--- src/rtl/seq_pkg.sv ---
// ---------------------------------------------------------------------------
// seq_pkg
// Shared definitions for the serial-sequence path (serializer + detector).
//   ser_state_t   : serializer FSM encodings (IDLE / SHIFT / PARITY)
//   DEFAULT_WIDTH : default parallel word width, also used by detector benches
// ---------------------------------------------------------------------------
package seq_pkg;

    typedef enum logic [1:0] {
        IDLE   = 2'b00,
        SHIFT  = 2'b01,
        PARITY = 2'b10
    } ser_state_t;

    localparam int DEFAULT_WIDTH = 8;

endpackage : seq_pkg

--- src/rtl/bit_serializer.sv ---
// ---------------------------------------------------------------------------
// bit_serializer
// Parallel-to-serial stage feeding the serial pattern detector. Words are
// accepted over a valid/ready handshake and sent one bit per clock on x_out.
// Back-to-back words stream without an idle gap; between words x_out rests
// at IDLE_LEVEL.
//
// Optional feature: define SERIALIZER_PARITY_EN to append one even-parity
// bit (XOR of the captured word) after the last data bit of every word.
//
// Parameters:
//   WIDTH      : word width, 2..32
//   MSB_FIRST  : 1 = bit WIDTH-1 first, 0 = bit 0 first
//   IDLE_LEVEL : level on x_out when no data/parity bit is being sent
//
// Ports:
//   clk        in   system clock, rising edge
//   reset      in   asynchronous active-high reset
//   data_in    in   parallel word, sampled on the handshake edge
//   data_valid in   upstream offers a word
//   data_ready out  block can take a word this cycle (combinational)
//   x_out      out  serial bit to the detector
//   bit_valid  out  x_out carries a data or parity bit
//   word_done  out  pulse coincident with the final bit of a word
// ---------------------------------------------------------------------------
module bit_serializer
    import seq_pkg::*;
#(
    parameter int WIDTH      = DEFAULT_WIDTH,
    parameter bit MSB_FIRST  = 1'b1,
    parameter bit IDLE_LEVEL = 1'b0
) (
    input  logic             clk,
    input  logic             reset,
    input  logic [WIDTH-1:0] data_in,
    input  logic             data_valid,
    output logic             data_ready,
    output logic             x_out,
    output logic             bit_valid,
    output logic             word_done
);

    localparam int              CNT_W    = $clog2(WIDTH);
    localparam logic [CNT_W-1:0] LAST_BIT = CNT_W'(WIDTH - 1);

    ser_state_t       state, state_nxt;
    logic [WIDTH-1:0] shreg, shreg_nxt;
    logic [CNT_W-1:0] cnt, cnt_nxt;
    logic             cur_bit;
    logic             handshake;
    logic [WIDTH-1:0] shreg_shifted;
`ifdef SERIALIZER_PARITY_EN
    logic             parity, parity_nxt;
`endif

    // x_out is taken straight from the shift register flops, so the serial
    // line never carries a combinational path from the inputs.
    assign cur_bit       = MSB_FIRST ? shreg[WIDTH-1] : shreg[0];
    assign shreg_shifted = MSB_FIRST ? {shreg[WIDTH-2:0], 1'b0}
                                     : {1'b0, shreg[WIDTH-1:1]};

    always_ff @(posedge clk or posedge reset) begin
        if (reset) begin
            state  <= IDLE;
            shreg  <= '0;
            cnt    <= '0;
`ifdef SERIALIZER_PARITY_EN
            parity <= 1'b0;
`endif
        end else begin
            // NOTE: non-blocking assignments so every flop samples the
            // pre-edge values, independent of statement order.
            state  <= state_nxt;
            shreg  <= shreg_nxt;
            cnt    <= cnt_nxt;
`ifdef SERIALIZER_PARITY_EN
            parity <= parity_nxt;
`endif
        end
    end

    always_comb begin
        // NOTE: every signal written here gets a default first, so no path
        // through the case statements can leave one unassigned (no latches).
        state_nxt  = state;
        shreg_nxt  = shreg;
        cnt_nxt    = cnt;
`ifdef SERIALIZER_PARITY_EN
        parity_nxt = parity;
`endif
        x_out      = IDLE_LEVEL;
        bit_valid  = 1'b0;
        word_done  = 1'b0;
        data_ready = 1'b0;

        // Outputs. data_ready is needed before the next-state decision.
        case (state)
            IDLE: begin
                // State is forced to IDLE asynchronously, so gating here is
                // enough to hold data_ready low for the whole reset pulse.
                data_ready = !reset;
            end
            SHIFT: begin
                x_out     = cur_bit;
                bit_valid = 1'b1;
`ifndef SERIALIZER_PARITY_EN
                if (cnt == LAST_BIT) begin
                    word_done  = 1'b1;
                    data_ready = 1'b1;
                end
`endif
            end
`ifdef SERIALIZER_PARITY_EN
            PARITY: begin
                x_out      = parity;
                bit_valid  = 1'b1;
                word_done  = 1'b1;
                data_ready = 1'b1;
            end
`endif
            default: ;
        endcase

        handshake = data_valid & data_ready;

        // Next state.
        case (state)
            IDLE: begin
                if (handshake) state_nxt = SHIFT;
            end
            SHIFT: begin
                if (cnt != LAST_BIT) begin
                    cnt_nxt   = cnt + CNT_W'(1);
                    shreg_nxt = shreg_shifted;
                end else begin
`ifdef SERIALIZER_PARITY_EN
                    state_nxt = PARITY;
`else
                    state_nxt = handshake ? SHIFT : IDLE;
`endif
                end
            end
`ifdef SERIALIZER_PARITY_EN
            PARITY: begin
                state_nxt = handshake ? SHIFT : IDLE;
            end
`endif
            default: begin
                // Unused encodings fall back to a clean idle.
                state_nxt = IDLE;
                cnt_nxt   = '0;
            end
        endcase

        // A new word (from IDLE or on the final-bit cycle) restarts the shifter.
        if (handshake) begin
            shreg_nxt  = data_in;
            cnt_nxt    = '0;
`ifdef SERIALIZER_PARITY_EN
            parity_nxt = ^data_in;
`endif
        end
    end

endmodule : bit_serializer
--- config.mk ---
export PLATFORM = sky130hd
export DESIGN_NAME = bit_serializer
export DESIGN_NICKNAME = d
export VERILOG_FILES = /design/src/rtl/seq_pkg.sv /design/src/rtl/bit_serializer.sv
export SDC_FILE = /design/constraint.sdc
export NUM_CORES = 1
export LEC_CHECK = 0
export CORE_MARGIN = 2
export CORE_UTILIZATION = 35
export CTS_CLUSTER_DIAMETER = 50
export CTS_CLUSTER_SIZE = 20
export DETAILED_ROUTE_END_ITERATION = 16
export GPL_TIMING_DRIVEN = 0
export PLACE_DENSITY = 0.67
export SLEW_MARGIN = 20
export SYNTH_ARGS = -nofsm -noshare
export SYNTH_HDL_FRONTEND = slang
export SYNTH_SLANG_ARGS = --single-unit
--- constraint.sdc ---
create_clock -name clk -period 1.7 [get_ports clk]
set_clock_uncertainty 0.05 [all_clocks]
set_input_delay 0.255 -clock clk [delete_from_list [all_inputs] [get_ports clk]]
set_output_delay 0.255 -clock clk [all_outputs]
set_load 0.05 [all_outputs]
# [Word-level counts from Yosys, hierarchy flattened]
# Cells that the tools add are included.
# W data, S select, Z words.
[word_totals] reg_bits=13 output_inout_bits=4 inputBits=11 elab_cells=33
[classes] bitwise_logic=1 n_reduce_logical=7 n_addsub=1 eq_ne=6 n_mux=15
[ops] cell="$mux W8" count=3
[ops] cell="$mux W3" count=2
[ops] cell="$ne A3 B3 Y1 const B" count=2
[ops] cell="$pmux W3 S2" count=1
[ops] cell="$reduce_and A2 Y1" count=3
[ops] cell="$mux W1" count=5
[ops] cell="$mux W2" count=2
[ops] cell="$ne A2 B2 Y1 const B" count=2
[ops] cell="$pmux W2 S2" count=1
[ops] cell="$reduce_bool A2 Y1" count=2
[ops] cell="$add A3 B1 Y3 const B" count=1
[ops] cell="$eq A3 B3 Y1 const B" count=1
[ops] cell="$eq A2 B1 Y1 const B" count=1
[ops] cell="$logic_not A2 Y1" count=1
[ops] cell="$pmux W1 S2" count=1
[ops] cell="$and A1 B1 Y1" count=1
[ops] cell="$logic_not A1 Y1" count=1

# [Logic depth before layout (Yosys ltp)]
[logic_depth] ltp_word=7 ltp_mapped=6 depth_no_buf=5

# [Least setup slack after synthesis]
# OpenSTA, ideal clock, no wires.
[synth_path] kind="register to register" start="reg cnt[0]" end="reg shreg[1]" synth_period_minus_slack_ps=1746 stages_incl_launch_ff=7 required_time_ps=1524 setup_time_ps=126 arrival_time_ps=1570 n_path_buf=1 slack_ps=-46 path_cell_list="dfrtp_1 ha_1 ha_1 nand2b_2 o211a_1 buf_6 a221o_1"
[synth_via] elab_chain_len=6 word_cells_on_any_way=9 cone_classes="2 x eq/ne; 3 x mux; 1 x bitwise; 3 x reduce/logical"
[synth_rtl] item="from (decl)" line="bit_serializer.sv:48" source="logic [CNT_W-1:0] cnt, cnt_nxt;"
[synth_rtl] item="from (signal assigned)" line="bit_serializer.sv:75" source="cnt <= cnt_nxt;"
[synth_rtl] item="$eq A3 B3 Y1" line="bit_serializer.sv:107" source="if (cnt == LAST_BIT) begin"
[synth_rtl] item="$mux W1" line="bit_serializer.sv:107"
[synth_rtl] item="$pmux W1 S2" line="bit_serializer.sv:97" source="case (state)"
[synth_rtl] item="$and A1 B1 Y1" line="bit_serializer.sv:124" source="handshake = data_valid & data_ready;"
[synth_rtl] item="$reduce_bool A2 Y1 (no source line)"
[synth_rtl] item="$reduce_and A2 Y1 (no source line)"
[synth_rtl] item="to (signal assigned)" line="bit_serializer.sv:74" source="shreg <= shreg_nxt;"
[synth_rtl] item="to (decl)" line="bit_serializer.sv:47" source="logic [WIDTH-1:0] shreg, shreg_nxt;"
# Parallel ways exist; a longest one is shown, timed or not.
# A chain may end at the register's enable or synchronous reset.

# [Worst setup path in the final report]
[layout_path] start="reg cnt[1]" end="out data_ready"
[layout_via] elab_chain_len=3
[layout_rtl] item="$eq A3 B3 Y1" line="bit_serializer.sv:107"
[layout_rtl] item="$mux W1" line="bit_serializer.sv:107"
[layout_rtl] item="$pmux W1 S2" line="bit_serializer.sv:97"
[layout_rtl] item="to (decl)" line="bit_serializer.sv:37" source="output logic data_ready,"
# No other way between the ends.

==> impl_metrics.tcl <==
set metrics [dict create \
    outcome "finished with violations" \
    violations "setup timing" \
    die_h_um 44.8 \
    setup_tns_ns -0.0248 \
    synthArstFlopShare 1.00 \
    pin_count 15 \
    rrSetupSlack_ns 0.04 \
    routed-via-count 467 \
    crit_start "cnt[1]" \
    grt_usage 0.139 \
    whs_ns 0.271 \
    grt_pass1_vias 427 \
    relSlewSlack 0.680 \
    drt-met1-wl_um 512 \
    regArea_um2 302 \
    rows 14 \
    period_share 1.01 \
    fmax_ghz 0.580 \
    synth-seq-cells 12 \
    dp_hpwl_um 718 \
    wl_mm 1.09 \
    finalSetupViolations 1 \
    met3_length_um 73 \
    grt_overflow 0 \
    core-area_um2 1520 \
    crit_chain "ha_2 -> ha_4 -> nand2b_4 -> o21a_1 -> buf_6" \
    yosysUniqueCellTypes 18 \
    max_stage_delay_ns 0.39 \
    path_depth 5 \
    layout_setup_ws_ns -0.0248 \
    critPathLaunchType "register" \
    yosysMostFrequentCell "dfrtp_1" \
    placedCellCount 80 \
    r2r-start "cnt[1]" \
    finalNetCount 90 \
    drcViolationCount 0 \
    reg2reg_depth 6 \
    layoutNonFillerInstCount 92 \
    clkLatencyLatePin_ns 0.27 \
    hold_class "input port to asynchronous set/reset pin" \
    gp_routability_congestion 0.662 \
    routedWlPerCell_um 11.8 \
    period_needed_ns 1.72 \
    numCtsBuffers 3 \
    synth_commonest_cells "dfrtp_1 (12), a221o_1 (7), and2_1 (7)" \
    drv_slew 0 \
    pre_cts_ws_ns -0.688 \
    drt_pass1_iterations 2 \
    synth_warnings 0 \
    ys_seq_area_frac 0.516 \
    cp.buffers_inverters 1 \
    cts_max_level 1 \
    endpoint "data_ready" \
    grt_max_degree 11 \
    peakVddDrop_v 0.000817 \
    yosys.area.top_type_share 0.516 \
    top_layer_used "met4" \
    synthTopCellsByArea "dfrtp_1 (52%), a221o_1 (12%), and2_1 (7.5%), ha_1 (4.3%), nand2_1 (3.2%)" \
    path_clk_slew_ns 0.08 \
    die_width_um 44.8 \
    ctsHoldBuffers 0 \
    antenna_found_initial 0 \
    power_leakage_nw 0.399 \
    clock-sinks 12 \
    syn_avg_cell_area_um2 11.6 \
    hold_viol 0 \
    wl_met2_um 471 \
    cts_tree "yes" \
    n_antenna_cell 0 \
    fillers 140 \
    synth_edf_count 0 \
    synth_nets 63 \
    netlist_instances 50 \
    synthesis.area_um2 582 \
    cp_slowest_cell "dfrtp_1" \
    vias_per_cell 5.08 \
    crit_family "flip-flops" \
    first_iter_violations 4 \
    io_buffers 14 \
    ant_nets 0 \
    dieArea_um2 2000 \
    maxCapViolations 0 \
    rsz0062_at_grt "yes" \
    layout-drive-gt1-share 0.329 \
    worst_pin_slew_ns 0.482 \
    areaGrowthSynthToFinish_pct 49.7 \
    synth_flop_cell "dfrtp_1" \
    crit_fanout 4 \
    endpoint_kind "output port" \
    fin_total_pwr_mw 1.49 \
    p_per_area_nw_per_um2 1720 \
    r2r_end "shreg[7]" \
    synth.largest_area_cell "dfrtp_1" \
    grt_first_pass_wirelength_mm 1.91 \
    initial_core_util 0.382 \
    critPathRequiredTime_ns 1.39 \
    multiInputGateArea_um2 277 \
    crit_arrival_ns 1.42 \
    cts_buffer_depth 2 \
    cts_root_buf "clkbuf_4" \
    worst-setup-path-type "register to output port" \
]
[worst min-delay path, cell delays in order]
cell and delay, ns:
clkdlybuf4s50_1 0.44, clkinvlp_4 0.11, buf_4 0.12
[timing repair]
action,in CTS,in global routing
endpoints found under the setup margin,11,12
pin swaps,0,6
setup buffers,5,3
gates resized for setup,23,2
[through the flow]
step / instance area (um^2) / util
6_report: 871 / 0.571
5_1_grt: 871 / 0.571
3_3_place_gp: 747 / 0.490
3_5_place_dp: 747 / 0.490
2_1_floorplan: 587 / -
4_1_cts: 846 / 0.555
[metal layers]
| layer | vias to the layer above | track usage |
|---|---|---|
| met5 | - | 0 |
| met4 | 0 | 0.0882 |
| met3 | 5 | 0.0360 |
| met2 | 16 | 0.206 |
| met1 | 213 | 0.181 |
| li1 | 233 | - |
[cell type report]
cell class / count / share of cell area
flip-flops and latches: 12 / 0.346
clock buffers: 4 / 0.0417
plain buffers: 2 / 0.0172
multi-input cells: 33 / 0.318
inverters: 3 / 0.0172
well taps: 16 / 0.0230
repair buffers: 22 / 0.237
[logic make-up after synthesis]
| kind of cell | share of synthesized area |
|---|---|
| fa+ha+maj | 0.0430 |
| compound gates | 0.189 |
| simple gates | 0.170 |
| buf+inv | 0.0452 |
| flops | 0.516 |
| mux | 0.0366 |
[flip-flops by register name, indices dropped and copies added (netlist names)]
signal  flops
state       1
shreg       8
cnt         3
[worst min-delay path by stage]
stage	depth (start not counted)	from	endpoint
global placement	1	shreg[5]	shreg[5]
finish	3	reset	cnt[2]
global route	3	reset	cnt[2]
detailed placement	1	shreg[2]	shreg[2]
floorplan	1	reset	cnt[0]
CTS	3	reset	cnt[2]
[where the power goes]
group          internal, mW  switching (mW)  leakage, nW
clock network         0.130          0.0973       0.0210
registers             0.405          0.0760        0.151
logic                 0.399           0.386        0.227
[cells in the final DEF (no fill, tap or decap)]
master / instances
clkbuf_1: 1
nand2b_4: 1
nand2b_1: 1
dfrtp_2: 1
clkbuf_8: 1
inv_1: 2
mux2_2: 1
and2_2: 1
ha_2: 1
buf_4: 8
clkdlybuf4s50_1: 10
clkinvlp_4: 1
o21ai_0: 2
buf_8: 1
nand2_1: 5
clkdlybuf4s15_2: 1
dlygate4sd2_1: 1
ha_4: 1
o21a_1: 1
clkbuf_4: 3
mux2i_1: 1
dfrtp_1: 11
a22oi_2: 1
a221o_1: 7
buf_6: 2
o211a_1: 1
and2_4: 1
nor2b_1: 1
and2_1: 7
(Power assumes the default switching activity.)
